`src/rtl/kth_largest_select_if.sv`:
```
// Handshake bundle for kth_largest_select: input transaction (values + rank) and result channel.
// RANK_W is derived here so that the bench and the block agree on the rank width.
interface kth_largest_select_if #(
  parameter int unsigned N_IN  = 4,
  parameter int unsigned WIDTH = 4
);
  localparam int unsigned RANK_W = $clog2(N_IN) + 1;

  logic                    in_valid;
  logic                    in_ready;
  logic [N_IN*WIDTH-1:0]   in_data;
  logic [RANK_W-1:0]       in_rank;
  logic                    out_valid;
  logic                    out_ready;
  logic [WIDTH-1:0]        out_data;
  logic                    out_rank_err;

  modport slave (
    input  in_valid, in_data, in_rank, out_ready,
    output in_ready, out_valid, out_data, out_rank_err
  );

  modport master (
    output in_valid, in_data, in_rank, out_ready,
    input  in_ready, out_valid, out_data, out_rank_err
  );
endinterface

```
`src/rtl/kth_largest_select.sv`:
```
// Returns the K-th largest of N_IN unsigned values by MSB-first radix selection,
// resolving one result bit per clock between valid/ready handshakes.
module kth_largest_select #(
  parameter int unsigned N_IN  = 4,
  parameter int unsigned WIDTH = 4
) (
  input logic                 clk,
  input logic                 rst_n,
  kth_largest_select_if.slave bus
);
  localparam int unsigned RANK_W = $clog2(N_IN) + 1;
  localparam int unsigned BIT_W  = (WIDTH > 1) ? $clog2(WIDTH) : 1;

  typedef enum logic [1:0] {StIdle, StScan, StDone} state_e;

  state_e                     state_q, state_d;
  logic [N_IN-1:0][WIDTH-1:0] vals_q, vals_d;
  logic [N_IN-1:0]            cand_q, cand_d;
  logic [RANK_W-1:0]          rem_q, rem_d;
  logic [BIT_W-1:0]           bit_q, bit_d;
  logic [WIDTH-1:0]           res_q, res_d;
  logic                       err_q, err_d;

  logic [N_IN-1:0]            col;
  logic [RANK_W-1:0]          ones;

  // Column of the current bit across all values, and how many live candidates have it set.
  always_comb begin
    col  = '0;
    ones = '0;
    for (int i = 0; i < N_IN; i++) begin
      col[i] = vals_q[i][bit_q];
      ones   = ones + RANK_W'(col[i] & cand_q[i]);
    end
  end

  always_comb begin
    state_d = state_q;
    vals_d  = vals_q;
    cand_d  = cand_q;
    rem_d   = rem_q;
    bit_d   = bit_q;
    res_d   = res_q;
    err_d   = err_q;
    unique case (state_q)
      StIdle: begin
        if (bus.in_valid) begin
          vals_d = bus.in_data;
          cand_d = '1;
          bit_d  = BIT_W'(WIDTH - 1);
          res_d  = '0;
          if (bus.in_rank == '0) begin
            rem_d = RANK_W'(1);
            err_d = 1'b1;
          end else if (bus.in_rank > RANK_W'(N_IN)) begin
            rem_d = RANK_W'(N_IN);
            err_d = 1'b1;
          end else begin
            rem_d = bus.in_rank;
            err_d = 1'b0;
          end
          state_d = StScan;
        end
      end
      StScan: begin
        // Enough candidates have a 1 here: the answer lies among them. Otherwise they all
        // outrank the answer, so skip past them.
        if (ones >= rem_q) begin
          res_d[bit_q] = 1'b1;
          cand_d       = cand_q & col;
        end else begin
          res_d[bit_q] = 1'b0;
          rem_d        = rem_q - ones;
          cand_d       = cand_q & ~col;
        end
        if (bit_q == '0) begin
          state_d = StDone;
        end else begin
          bit_d = bit_q - BIT_W'(1);
        end
      end
      StDone: begin
        if (bus.out_ready) begin
          state_d = StIdle;
        end
      end
      default: state_d = StIdle;
    endcase
  end

  always_ff @(posedge clk or negedge rst_n) begin
    if (!rst_n) begin
      state_q <= StIdle;
      vals_q  <= '0;
      cand_q  <= '0;
      rem_q   <= '0;
      bit_q   <= '0;
      res_q   <= '0;
      err_q   <= 1'b0;
    end else begin
      state_q <= state_d;
      vals_q  <= vals_d;
      cand_q  <= cand_d;
      rem_q   <= rem_d;
      bit_q   <= bit_d;
      res_q   <= res_d;
      err_q   <= err_d;
    end
  end

  assign bus.in_ready     = (state_q == StIdle);
  assign bus.out_valid    = (state_q == StDone);
  assign bus.out_data     = res_q;
  assign bus.out_rank_err = err_q;

endmodule

```
`src/flat_wrapper.sv`:
```
// flat-port wrapper written by rule: the top's interface ports become plain ports
module kth_largest_select_flat 
#(
  parameter int unsigned N_IN  = 4,
  parameter int unsigned WIDTH = 4
)
  (clk, rst_n, bus_in_valid, bus_in_data, bus_in_rank, bus_out_ready, bus_in_ready, bus_out_valid, bus_out_data, bus_out_rank_err);
  kth_largest_select_if #(.N_IN(N_IN), .WIDTH(WIDTH)) bus_i ();
  input logic clk;
  input logic rst_n;
  input wire logic [$bits(bus_i.in_valid)-1:0] bus_in_valid;
  input wire logic [$bits(bus_i.in_data)-1:0] bus_in_data;
  input wire logic [$bits(bus_i.in_rank)-1:0] bus_in_rank;
  input wire logic [$bits(bus_i.out_ready)-1:0] bus_out_ready;
  output wire logic [$bits(bus_i.in_ready)-1:0] bus_in_ready;
  output wire logic [$bits(bus_i.out_valid)-1:0] bus_out_valid;
  output wire logic [$bits(bus_i.out_data)-1:0] bus_out_data;
  output wire logic [$bits(bus_i.out_rank_err)-1:0] bus_out_rank_err;
  assign bus_i.in_valid = bus_in_valid;
  assign bus_i.in_data = bus_in_data;
  assign bus_i.in_rank = bus_in_rank;
  assign bus_i.out_ready = bus_out_ready;
  assign bus_in_ready = bus_i.in_ready;
  assign bus_out_valid = bus_i.out_valid;
  assign bus_out_data = bus_i.out_data;
  assign bus_out_rank_err = bus_i.out_rank_err;
  kth_largest_select #(.N_IN(N_IN), .WIDTH(WIDTH)) u_core (.clk(clk), .rst_n(rst_n), .bus(bus_i));
endmodule
```
`config.mk`:
```
export PLATFORM = sky130hd
export DESIGN_NAME = kth_largest_select_flat
export DESIGN_NICKNAME = d
export VERILOG_FILES = /design/src/rtl/kth_largest_select_if.sv /design/src/rtl/kth_largest_select.sv /design/src/flat_wrapper.sv
export SDC_FILE = /design/constraint.sdc
export NUM_CORES = 1
export LEC_CHECK = 0
export ABC_AREA = 1
export CAP_MARGIN = 20
export CORE_MARGIN = 3
export CORE_UTILIZATION = 51
export CTS_BUF_LIST = sky130_fd_sc_hd__clkbuf_2
export CTS_CLUSTER_DIAMETER = 40
export DETAILED_ROUTE_END_ITERATION = 8
export PLACE_DENSITY = 0.77
export SLEW_MARGIN = 20
export SYNTH_ARGS = -nofsm -noshare
export SYNTH_HDL_FRONTEND = slang
export SYNTH_SLANG_ARGS = --single-unit
```
`constraint.sdc`:
```
create_clock -name clk -period 3.8 [get_ports clk]
set_input_delay 1.14 -clock clk [delete_from_list [all_inputs] [get_ports clk]]
set_output_delay 1.14 -clock clk [all_outputs]
set_load 0.005 [all_outputs]
```
==> impl_metrics.yaml, run 1 <==
finish:
  area_growth_pct: 17.8
  drive_gt1_share_pct: 7.17
  antenna_cells: 0
  final_nets: 289
  fill_cells: 323
run_status:
  status: "complete, no violations"
grt:
  grt_pass1_vias: 1417
  antenna_found_initial: 0
  grtUsageTotal_pct: 18.7
  grt-ovfl-total: 0
  grt_max_degree: 33
  grt_first_pass_wirelength_um: 6190
floorplan:
  io_pins: 30
  fp.dieH_um: 65.4
  core_mm2: 0.00320
  dieArea_mm2: 0.00427
  fp.dieW_um: 65.4
  rows: 20
  start_util_pct: 56.1
synthesis:
  synthXorXnorAreaFrac_pct: 0.487
  ys_warn_count: 0
  synth_mux_area_share_pct: 0
  synth-simple-area-share_pct: 28.8
  syn_area_mm2: 0.00180
  synth_cell_type_count: 28
  ys_seq_elements: 32
  synth_compound_area_share_pct: 7.52
  synthCells: 222
  synth-adder-area-share_pct: 9.89
  synth_top_family_by_area: "simple AND/OR/NAND/NOR gates"
  syn_nets: 258
  synth_area_per_cell_um2: 8.09
  yosysSeqAreaShare_pct: 44.6
setup_path:
  r2r_cells: 18
  critical_path_class: "register to register"
  crit_path_cell_trace: "inv_4 -> nand2_1 -> nand3_1 -> nand2_1 -> inv_1 -> nand2_1 -> fa_1 -> inv_1 -> ha_1 -> ha_1 -> inv_1 -> ha_1 -> nand3_1 -> inv_1 -> a21oi_1 -> nand3_1 -> nand2_1 -> nor2_1"
  end_kind: "register"
  worstPathRequired_ns: 4.07
  critPathCapture: "u_core.cand_q[3]$_DFFE_PN0P_"
  timing.rr.end: "u_core.cand_q[3]$_DFFE_PN0P_"
  arrival_ns: 3.52
  cp-startpoint: "u_core.bit_q[0]$_DFFE_PN0P_"
  cp_max_fo: 12
  cp_slowest_cell: "dfrtp_1"
  r2r-start: "u_core.bit_q[0]$_DFFE_PN0P_"
  r2r_slack_ns: 0.55
  critPathMaxStageDelay_ns: 0.54
  start_kind: "register"
clock_network:
  cts_tree: "yes"
  clock_sinks: 32
  cts_setup_buffers: 0
  root_buffer: "clkbuf_2"
  hold_buffers: 0
  worstSkewPairLatency_ns: 0.35
  ctsResizeCount: 0
  cts_made_buffers: 5
  h-tree-depth: 2
  clk_path_buf_depth: 2
  path_clk_slew_ns: 0.14
route:
  drt-total-wl_um: 3430
  drc_errors: 0
  drtPass1Iterations: 4
  ant_nets: 0
  drt-initial-drc-count: 69
  via_count: 1447
  viasPerCell: 4.91
  wl_per_cell_um: 11.6
pwr:
  pwr-share-seq_pct: 34.1
  p_leak_nw: 1.09
  combPwrFrac_pct: 58.2
  fin_total_pwr_mw: 1.78
  power.share.switching_pct: 47.3
  powerDensity_mw_per_mm2: 840
  switching_power_uw: 841
  internal_power_uw: 937
  clkPwrFrac_pct: 7.6
  vdd_drop_max_mv: 0.337
flow_run:
  drv_cap: 0
placed_design:
  hpwlAfterDp_um: 2610
  io_buffers: 29
  gp_congestion: 0.762
sta:
  setup_viol: 0
  worstMarginPinSlew_ns: 0.405
  fmax_mhz: 308
  min_period_ns: 3.25
  skew_ns: 0.00968
  report.final.slew_viol_count: 0
  slew_headroom_pct: 73.0
  fin_crit_sh_pct: 85.5
  timing.final.hold_violations: 0
  finalSetupTns_ns: 0
  rsz0062_at_grt: "false"
worst_hold_path:
  hold_path.class: "register to register"
  whs_path_depth: 2
## critical path: cells and delay by family (launching register included)
kind | cells | cell delay (ns)
flip-flops | 1 | 0.54
adder cells (fa/ha/maj) | 4 | 1.29
AND/OR/NAND/NOR | 8 | 0.67
AO/OA/AOI/OAI | 1 | 0.26
buffers and inverters | 5 | 0.41
## logic make-up after synthesis
| group | count (synthesis) |
|---|---|
| AOI/OAI and AO/OA | 24 |
| xor gates and xnor gates | 1 |
| DFF | 32 |
| adders and majority gates | 13 |
| buffers and inverters | 32 |
| and+or+nand+nor | 120 |
## stage by stage
| step | worst slack, ns | instance area (µm²) | hold slack, ns | util [%] | instances |
|---|---|---|---|---|---|
| floorplan | 0.835 | 1800 | 0.449 | - | 222 |
| global placement | 0.661 | 2090 | 0.467 | 65.3 | 290 |
| detailed placement | 0.556 | 2090 | 0.474 | 65.3 | 290 |
| CTS | 0.534 | 2120 | 0.506 | 66.1 | 295 |
| global route | 0.250 | 2120 | 0.527 | 66.1 | 295 |
| finish | 0.549 | 2120 | 0.502 | 66.1 | 295 |
## cell usage after synthesis
master	n	area (µm²)
a21oi_1	4	20.0
a21oi_2	1	8.76
a22oi_1	1	7.51
a31oi_1	1	6.26
buf_2	1	5.00
buf_4	1	7.51
buf_6	4	45.0
dfrtp_1	32	801
fa_1	2	40.0
ha_1	11	138
inv_1	23	86.3
inv_2	2	7.51
inv_4	1	6.26
nand2_1	87	327
nand2_2	1	6.26
nand2_4	2	22.5
nand3_1	16	80.1
nand3_4	1	17.5
nor2_1	9	33.8
nor2_2	2	12.5
nor2_4	1	11.3
o211ai_1	1	7.51
o21ai_0	12	60.1
o21ai_1	2	10.0
o21ai_2	1	8.76
o22ai_1	1	6.26
or2_1	1	6.26
xnor2_1	1	8.76
## flip-flops by register name, summed over array words and instances, names as in the netlist
register                 flops
u_core.rem_q                 3
u_core.bus.out_rank_err      1
u_core.vals_q               16
u_core.bus.out_data          4
u_core.state_q               2
u_core.bit_q                 2
u_core.cand_q                4
## cells in the final DEF (no fill, tap or decap), drive strengths merged
master / instances
a31oi: 1
inv: 26
o21ai: 15
clkdlybuf4s50: 29
a21oi: 5
ha: 11
o211ai: 1
nand2: 90
nor2: 12
or2: 1
a22oi: 1
o22ai: 1
clkbuf: 5
nand3: 17
fa: 2
buf: 1
xnor2: 1
dfrtp: 32
## power groups by stage
stage               logic [mW]  registers (mW)  clock network (mW)
global placement          1.01           0.612                   0
detailed placement        1.05           0.616                   0
finish                    1.04           0.607               0.136
global route              1.22           0.626               0.155
floorplan                0.827           0.580                   0
CTS                       1.05           0.609               0.140
## worst min path at each step
stage,from,to,slack [ns]
2_1_floorplan,u_core.vals_q[1]$_DFFE_PN0P_,u_core.vals_q[1]$_DFFE_PN0P_,0.45
3_3_place_gp,u_core.bus.out_rank_err$_DFFE_PN0P_,u_core.bus.out_rank_err$_DFFE_PN0P_,0.47
3_5_place_dp,u_core.vals_q[10]$_DFFE_PN0P_,u_core.vals_q[10]$_DFFE_PN0P_,0.47
4_1_cts,u_core.vals_q[10]$_DFFE_PN0P_,u_core.vals_q[10]$_DFFE_PN0P_,0.51
5_1_grt,u_core.vals_q[10]$_DFFE_PN0P_,u_core.vals_q[10]$_DFFE_PN0P_,0.53
6_report,u_core.bus.out_rank_err$_DFFE_PN0P_,u_core.bus.out_rank_err$_DFFE_PN0P_,0.50
## metal layers
layer  global-route usage, %  part of all wire (%)  vias to the layer above  routed length [µm]
li1                        -                     -                      753                   -
met4                    6.22                  0.73                        0                  25
met1                    23.2                    45                      660                1530
met5                       0                     0                        -                   0
met3                    3.76                   4.4                        5                 151
met2                    32.5                    50                       29                1720
## layout make-up
class	count	area, µm²	share of cell area, %
clock buffers	5	25.0	1.18
inverters	26	100	4.73
multi-input cells	158	838	39.6
flip-flops and latches	32	801	37.8
well taps	44	55.1	2.60
repair buffers	30	298	14.1
Note: power is estimated with default switching activity, not from simulation.
==> run 2, diff against run 1 <==
ABC_AREA = default   (was 1)
PLACE_DENSITY = 0.78   (was 0.77)
==> run 2 against run 1 <==
  * Area after synthesis fell by 6.3%
  * Flip-flop and latch count stayed put
  * Via count shrank 9.3%
  * Register-to-register slack worse by 0.13 ns
  * First-iteration DRC count fell by 43%
  * Routed wire length shrank 0.82%
  * Core utilization decreased by 0.53 points
  * Die area decreased by 5.8%
  * Clock power up 9%
  * Combinational power is 4% lower
  * Clock skew up 0.00085 ns
  * Power shrank 0.78%
  * Critical endpoint is now u_core.rem_q[2]$_DFFE_PN0P_
  * Largest power group unchanged
==> impl_metrics.yaml, run 2 <==
run_status:
  status: "complete, no violations"
setup_path:
  start_kind: "register"
  end_kind: "register"
  critical_path_class: "register to register"
  arrival_ns: 3.67
  worstPathRequired_ns: 4.09
  cp_max_fo: 12
floorplan:
  io_pins: 30
  dieArea_mm2: 0.00403
  fp.dieH_um: 63.4
  start_util_pct: 54.2
  fp.dieW_um: 63.4
  core_mm2: 0.00310
  rows: 20
route:
  wl_per_cell_um: 13.4
  ant_nets: 0
  viasPerCell: 5.17
  drt-initial-drc-count: 39
  drt-total-wl_um: 3400
  drc_errors: 0
  drtPass1Iterations: 4
  via_count: 1312
finish:
  top_register: "u_core.vals_q"
  area_growth_pct: 20.9
  layout_common_cells: "59 x nand2_1, 32 x dfrtp_1, 29 x clkdlybuf4s50_1"
  fin_cells: 254
  final_util_pct: 65.6
  antenna_cells: 0
  drive_gt1_share_pct: 6.67
  final_nets: 246
  final_common_cell: "nand2_1"
  largest_reg_flops: 16
clock_network:
  worstSkewPairLatency_ns: 0.36
  root_buffer: "clkbuf_2"
  hold_buffers: 0
  clk_path_buf_depth: 2
  path_clk_slew_ns: 0.16
  cts_made_buffers: 5
  cts_tree: "yes"
  cts_setup_buffers: 0
  clock_sinks: 32
  ctsResizeCount: 0
  h-tree-depth: 2
placed_design:
  dp_slack_ns: 0.456
  io_buffers: 29
  gp_congestion: 0.760
  hpwlAfterDp_um: 2510
  dp_cells: 247
sta:
  timing.final.hold_violations: 0
  fin_crit_sh_pct: 89.0
  report.final.slew_viol_count: 0
  rsz0062_at_grt: "false"
  slew_headroom_pct: 46.4
  finalSetupTns_ns: 0
  min_period_ns: 3.38
  skew_ns: 0.0105
  fmax_mhz: 296
  worstMarginPinSlew_ns: 0.802
  timing.final.ws_setup_ns: 0.419
  setup_viol: 0
synthesis:
  synth-main-ff-cell: "dfrtp_1"
  synth_most_common_cell: "nand2_1"
  netlist.area_leader.share_pct: 47.6
  synthCells: 179
  synth_cell_type_count: 30
  ys_warn_count: 0
  ys_seq_elements: 32
  synth_commonest_cells: "59 x nand2_1, 32 x dfrtp_1, 12 x inv_1, 11 x ha_1, 10 x nor2_1"
  yosysTopAreaCell: "dfrtp_1"
  syn_area_mm2: 0.00168
  syn_nets: 215
  synth_edf_count: 0
  ys_async_sr_fraction_pct: 100
  yosysSeqAreaShare_pct: 47.6
  ys_top_cells_by_area: "dfrtp_1 48%, nand2_1 13%, ha_1 8.2%"
  synth_area_per_cell_um2: 9.40
pwr:
  powerDensity_mw_per_mm2: 867
  vdd_drop_max_mv: 0.372
  p_leak_nw: 0.990
  fin_total_pwr_mw: 1.76
grt:
  grt_first_pass_wirelength_um: 5820
  grt_pass1_vias: 1302
  antenna_found_initial: 0
  grt_max_degree: 33
  grtUsageTotal_pct: 18.4
  grt-ovfl-total: 0
worst_hold_path:
  hold_path.class: "register to register"
flow_run:
  drv_cap: 0
[run 2: cell type report]
| class | instances | area (µm²) |
|---|---|---|
| Clock buffer | 5 | 25.0 |
| Clock inverter | 2 | 7.51 |
| Fill cell | 281 | 1070 |
| Inverter | 12 | 45.0 |
| Multi-Input combinational cell | 127 | 788 |
| Sequential cell | 32 | 801 |
| Tap cell | 44 | 55.1 |
| Timing Repair Buffer | 32 | 313 |
[run 2: cells by family after synthesis]
family / Yosys count / share of synthesized area [%]
AND/OR/NAND/NOR: 82 / 19.9
XOR/XNOR: 5 / 2.60
adder cells (fa/ha/maj): 13 / 10.6
AO/OA/AOI/OAI: 23 / 8.40
buffers and inverters: 20 / 5.58
flip-flops: 32 / 47.6
multiplexers: 4 / 5.35
[run 2: final timing paths]
| path | to | slack [ns] | from | depth (start not counted) |
|---|---|---|---|---|
| max reg2reg | u_core.rem_q[2]$_DFFE_PN0P_ | 0.42 | u_core.bit_q[0]$_DFFE_PN0P_ | 13 |
| max | u_core.rem_q[2]$_DFFE_PN0P_ | 0.42 | u_core.bit_q[0]$_DFFE_PN0P_ | 13 |
| min in group asynchronous | u_core.state_q[0]$_DFFE_PN0P_ | 1.14 | rst_n | 2 |
| min reg2reg | u_core.vals_q[6]$_DFFE_PN0P_ | 0.49 | u_core.vals_q[6]$_DFFE_PN0P_ | 2 |
| min | u_core.vals_q[6]$_DFFE_PN0P_ | 0.49 | u_core.vals_q[6]$_DFFE_PN0P_ | 2 |
| max in group asynchronous | u_core.bus.out_rank_err$_DFFE_PN0P_ | 2.36 | rst_n | 2 |
[run 2: where the power goes]
group / total, mW / internal [mW] / switching (mW)
Sequential: 0.623 / 0.505 / 0.118
Combinational: 0.995 / 0.476 / 0.519
Clock: 0.148 / 0.0379 / 0.110
Total: 1.76 / 1.02 / 0.747
[run 2: per-layer routing]
layer | GRT usage (%) | routed length [µm] | vias to the layer above
met5 | 0 | 0 | -
met2 | 29.9 | 1710 | 37
met1 | 22.3 | 1450 | 630
li1 | - | - | 636
met3 | 4.63 | 170 | 9
met4 | 10.2 | 69 | 0
[run 2: critical path, cell delays in order, from the launching register on]
cell and delay [ns]:
dfrtp_1 0.59, mux4_2 0.58, nand2_1 0.11, fa_1 0.41, inv_1 0.07, ha_1 0.15
ha_1 0.22, inv_1 0.11, ha_1 0.25, and3_1 0.17, a21oi_2 0.11, buf_4 0.21
nand2_1 0.11, a21boi_0 0.22
[run 2: metrics by stage]
step           instance area (µm²)  hold slack (ns)
4_1_cts                       2030            0.496
5_1_grt                       2030            0.532
6_report                      2030            0.493
3_5_place_dp                  2000            0.461
2_1_floorplan                 1680            0.440
3_3_place_gp                  2000            0.457
==> run 3, diff against run 2 <==
CAP_MARGIN = 5   (was 20)
PLACE_DENSITY = default   (was 0.78)
PLACE_DENSITY_LB_ADDON = 0.2   (was default)
==> run 3 against run 2 <==
  * Design area is 0.12% higher
  * Clock power up 3%
  * Via count shrank 0.99%
  * Combinational power fell by 1%
  * Register-to-register slack better by 0.05 ns
  * Largest power group unchanged
  * Routed wire length shrank 2.8%
  * Clock skew increased by 0.012 ns
  * Core utilization rose by 0.081 points
  * Largest cell class unchanged
  * Power is 0.64% lower
  * Worst hold slack got worse by 0.0024 ns
  * Highest routed layer unchanged
  * Flip-flop and latch count is the same
  * Critical path depth is the same
==> impl_metrics.yaml, run 3 (synthesis results as in run 2) <==
finish:
  antenna_cells: 0
  drive_gt1_share_pct: 7.62
  final_util_pct: 65.6
  top_register: "u_core.vals_q"
  final_nets: 246
  final_common_cell: "nand2_1"
  area_growth_pct: 21.0
  largest_reg_flops: 16
  fill_cells: 285
  seq_area_um2: 801
  multi_input_area_um2: 788
  layout_common_cells: "59 x nand2_1, 32 x dfrtp_1, 29 x clkdlybuf4s50_1"
route:
  drtPass1Iterations: 4
  drc_errors: 0
  viasPerCell: 5.11
  drt-initial-drc-count: 69
  ant_nets: 0
  wl_per_cell_um: 13.0
  drt-total-wl_um: 3310
  via_count: 1299
grt:
  grt-ovfl-total: 0
  grt_max_degree: 33
  antenna_found_initial: 0
  grt_first_pass_wirelength_um: 5520
  grt_pass1_vias: 1295
  grtUsageTotal_pct: 17.6
pwr:
  vdd_drop_max_mv: 0.410
  powerDensity_mw_per_mm2: 861
  clkPwrFrac_pct: 8.7
  pwr-share-seq_pct: 35.1
  switching_power_uw: 731
  p_leak_nw: 0.995
  internal_power_mw: 1.02
  power.share.switching_pct: 41.7
  combPwrFrac_pct: 56.1
worst_hold_path:
  min_to: "u_core.vals_q[6]$_DFFE_PN0P_"
  hold_start: "u_core.vals_q[6]$_DFFE_PN0P_"
  whs_path_depth: 2
  hold_path.class: "register to register"
placed_design:
  dp_slack_ns: 0.439
  gp_congestion: 0.783
  hpwlAfterDp_um: 2460
  io_buffers: 29
clock_network:
  worstSkewPairLatency_ns: 0.36
  hold_buffers: 0
  root_buffer: "clkbuf_2"
  cts_made_buffers: 5
  clock_sinks: 32
  h-tree-depth: 2
  clk_path_buf_depth: 2
  ctsResizeCount: 0
  path_clk_slew_ns: 0.16
  cts_setup_buffers: 0
  cts_tree: "yes"
setup_path:
  start_kind: "register"
  arrival_ns: 3.62
  critical_path_class: "register to register"
  crit_top_cell: "ha_1"
  cp_max_fo: 12
  worstPathRequired_ns: 4.08
  timing.rr.end: "u_core.rem_q[0]$_DFFE_PN0P_"
  r2r-start: "u_core.bit_q[0]$_DFFE_PN0P_"
  r2r_cells: 13
  cp_top_family: "adder cells"
  crit_path_cell_trace: "mux4_2 -> nand2_1 -> fa_1 -> inv_1 -> ha_1 -> ha_1 -> inv_1 -> ha_1 -> and3_1 -> a21oi_2 -> buf_4 -> nand2_1 -> a31oi_1"
  cp_slowest_cell: "dfrtp_1"
  r2r_slack_ns: 0.47
  worst-path-buf-inv: 3
  end_kind: "register"
  critPathMaxStageDelay_ns: 0.59
sta:
  fmax_mhz: 300
  fin_crit_sh_pct: 87.7
  report.final.slew_viol_count: 0
  skew_ns: 0.0228
  timing.final.ws_setup_ns: 0.467
  setup_viol: 0
  min_period_ns: 3.33
  timing.final.hold_violations: 0
  rsz0062_at_grt: "false"
  slew_headroom_pct: 46.3
  finalSetupTns_ns: 0
  worstMarginPinSlew_ns: 0.804
run_status:
  status: "complete, no violations"
floorplan:
  rows: 20
  io_pins: 30
  core_mm2: 0.00310
  start_util_pct: 54.2
  dieArea_mm2: 0.00403
  fp.dieH_um: 63.4
  fp.dieW_um: 63.4
flow_run:
  drv_cap: 0
run 3: power groups by stage:
stage | logic [mW] | registers, mW | clock network, mW
3_5_place_dp | 0.989 | 0.625 | 0
4_1_cts | 0.993 | 0.618 | 0.159
6_report | 0.985 | 0.616 | 0.153
5_1_grt | 1.10 | 0.642 | 0.173
2_1_floorplan | 0.758 | 0.585 | 0
3_3_place_gp | 0.918 | 0.621 | 0
run 3: tightest hold or removal path, stage by stage, from the launching register on:
cell and delay, ns:
dfrtp_1 0.37, nand2_1 0.05, nand2_1 0.05
run 3: worst max-delay path by stage:
| stage | start | endpoint | slack [ns] | cells after the start |
|---|---|---|---|---|
| after global placement | u_core.bit_q[0]$_DFFE_PN0P_ | u_core.rem_q[0]$_DFFE_PN0P_ | 0.58 | 13 |
| after detailed placement | u_core.bit_q[0]$_DFFE_PN0P_ | u_core.cand_q[3]$_DFFE_PN0P_ | 0.44 | 13 |
| after global routing | u_core.bit_q[0]$_DFFE_PN0P_ | u_core.rem_q[2]$_DFFE_PN0P_ | 0.21 | 13 |
| after CTS | u_core.bit_q[0]$_DFFE_PN0P_ | u_core.cand_q[3]$_DFFE_PN0P_ | 0.44 | 13 |
| final | u_core.bit_q[0]$_DFFE_PN0P_ | u_core.rem_q[0]$_DFFE_PN0P_ | 0.47 | 13 |
| after floorplan | u_core.bit_q[0]$_DFFE_PN0P_ | u_core.cand_q[0]$_DFFE_PN0P_ | 0.74 | 14 |
run 3: stage by stage:
step / instance area (µm²) / instances / total power, mW / hold WS, ns
after detailed placement: 2000 / 247 / 1.61 / 0.462
after floorplan: 1680 / 179 / 1.34 / 0.440
final: 2040 / 254 / 1.75 / 0.490
after CTS: 2040 / 254 / 1.77 / 0.496
after global placement: 2000 / 247 / 1.54 / 0.460
after global routing: 2040 / 254 / 1.91 / 0.526
run 3: cell type report:
type | count | share of cell area [%]
clock buffers | 6 | 1.47
clock inverters | 1 | 0.246
inverters | 12 | 2.21
multi-input cells | 127 | 38.7
flip-flops and latches | 32 | 39.3
well taps | 44 | 2.70
repair buffers | 32 | 15.4
run 3: metal layers:
metal | track usage, % | share of wire, % | up-vias
met5 | 0 | 0 | -
met2 | 29.5 | 50 | 30
li1 | - | - | 644
met3 | 4.28 | 4.3 | 11
met4 | 8.36 | 2.6 | 0
met1 | 21.3 | 43 | 614
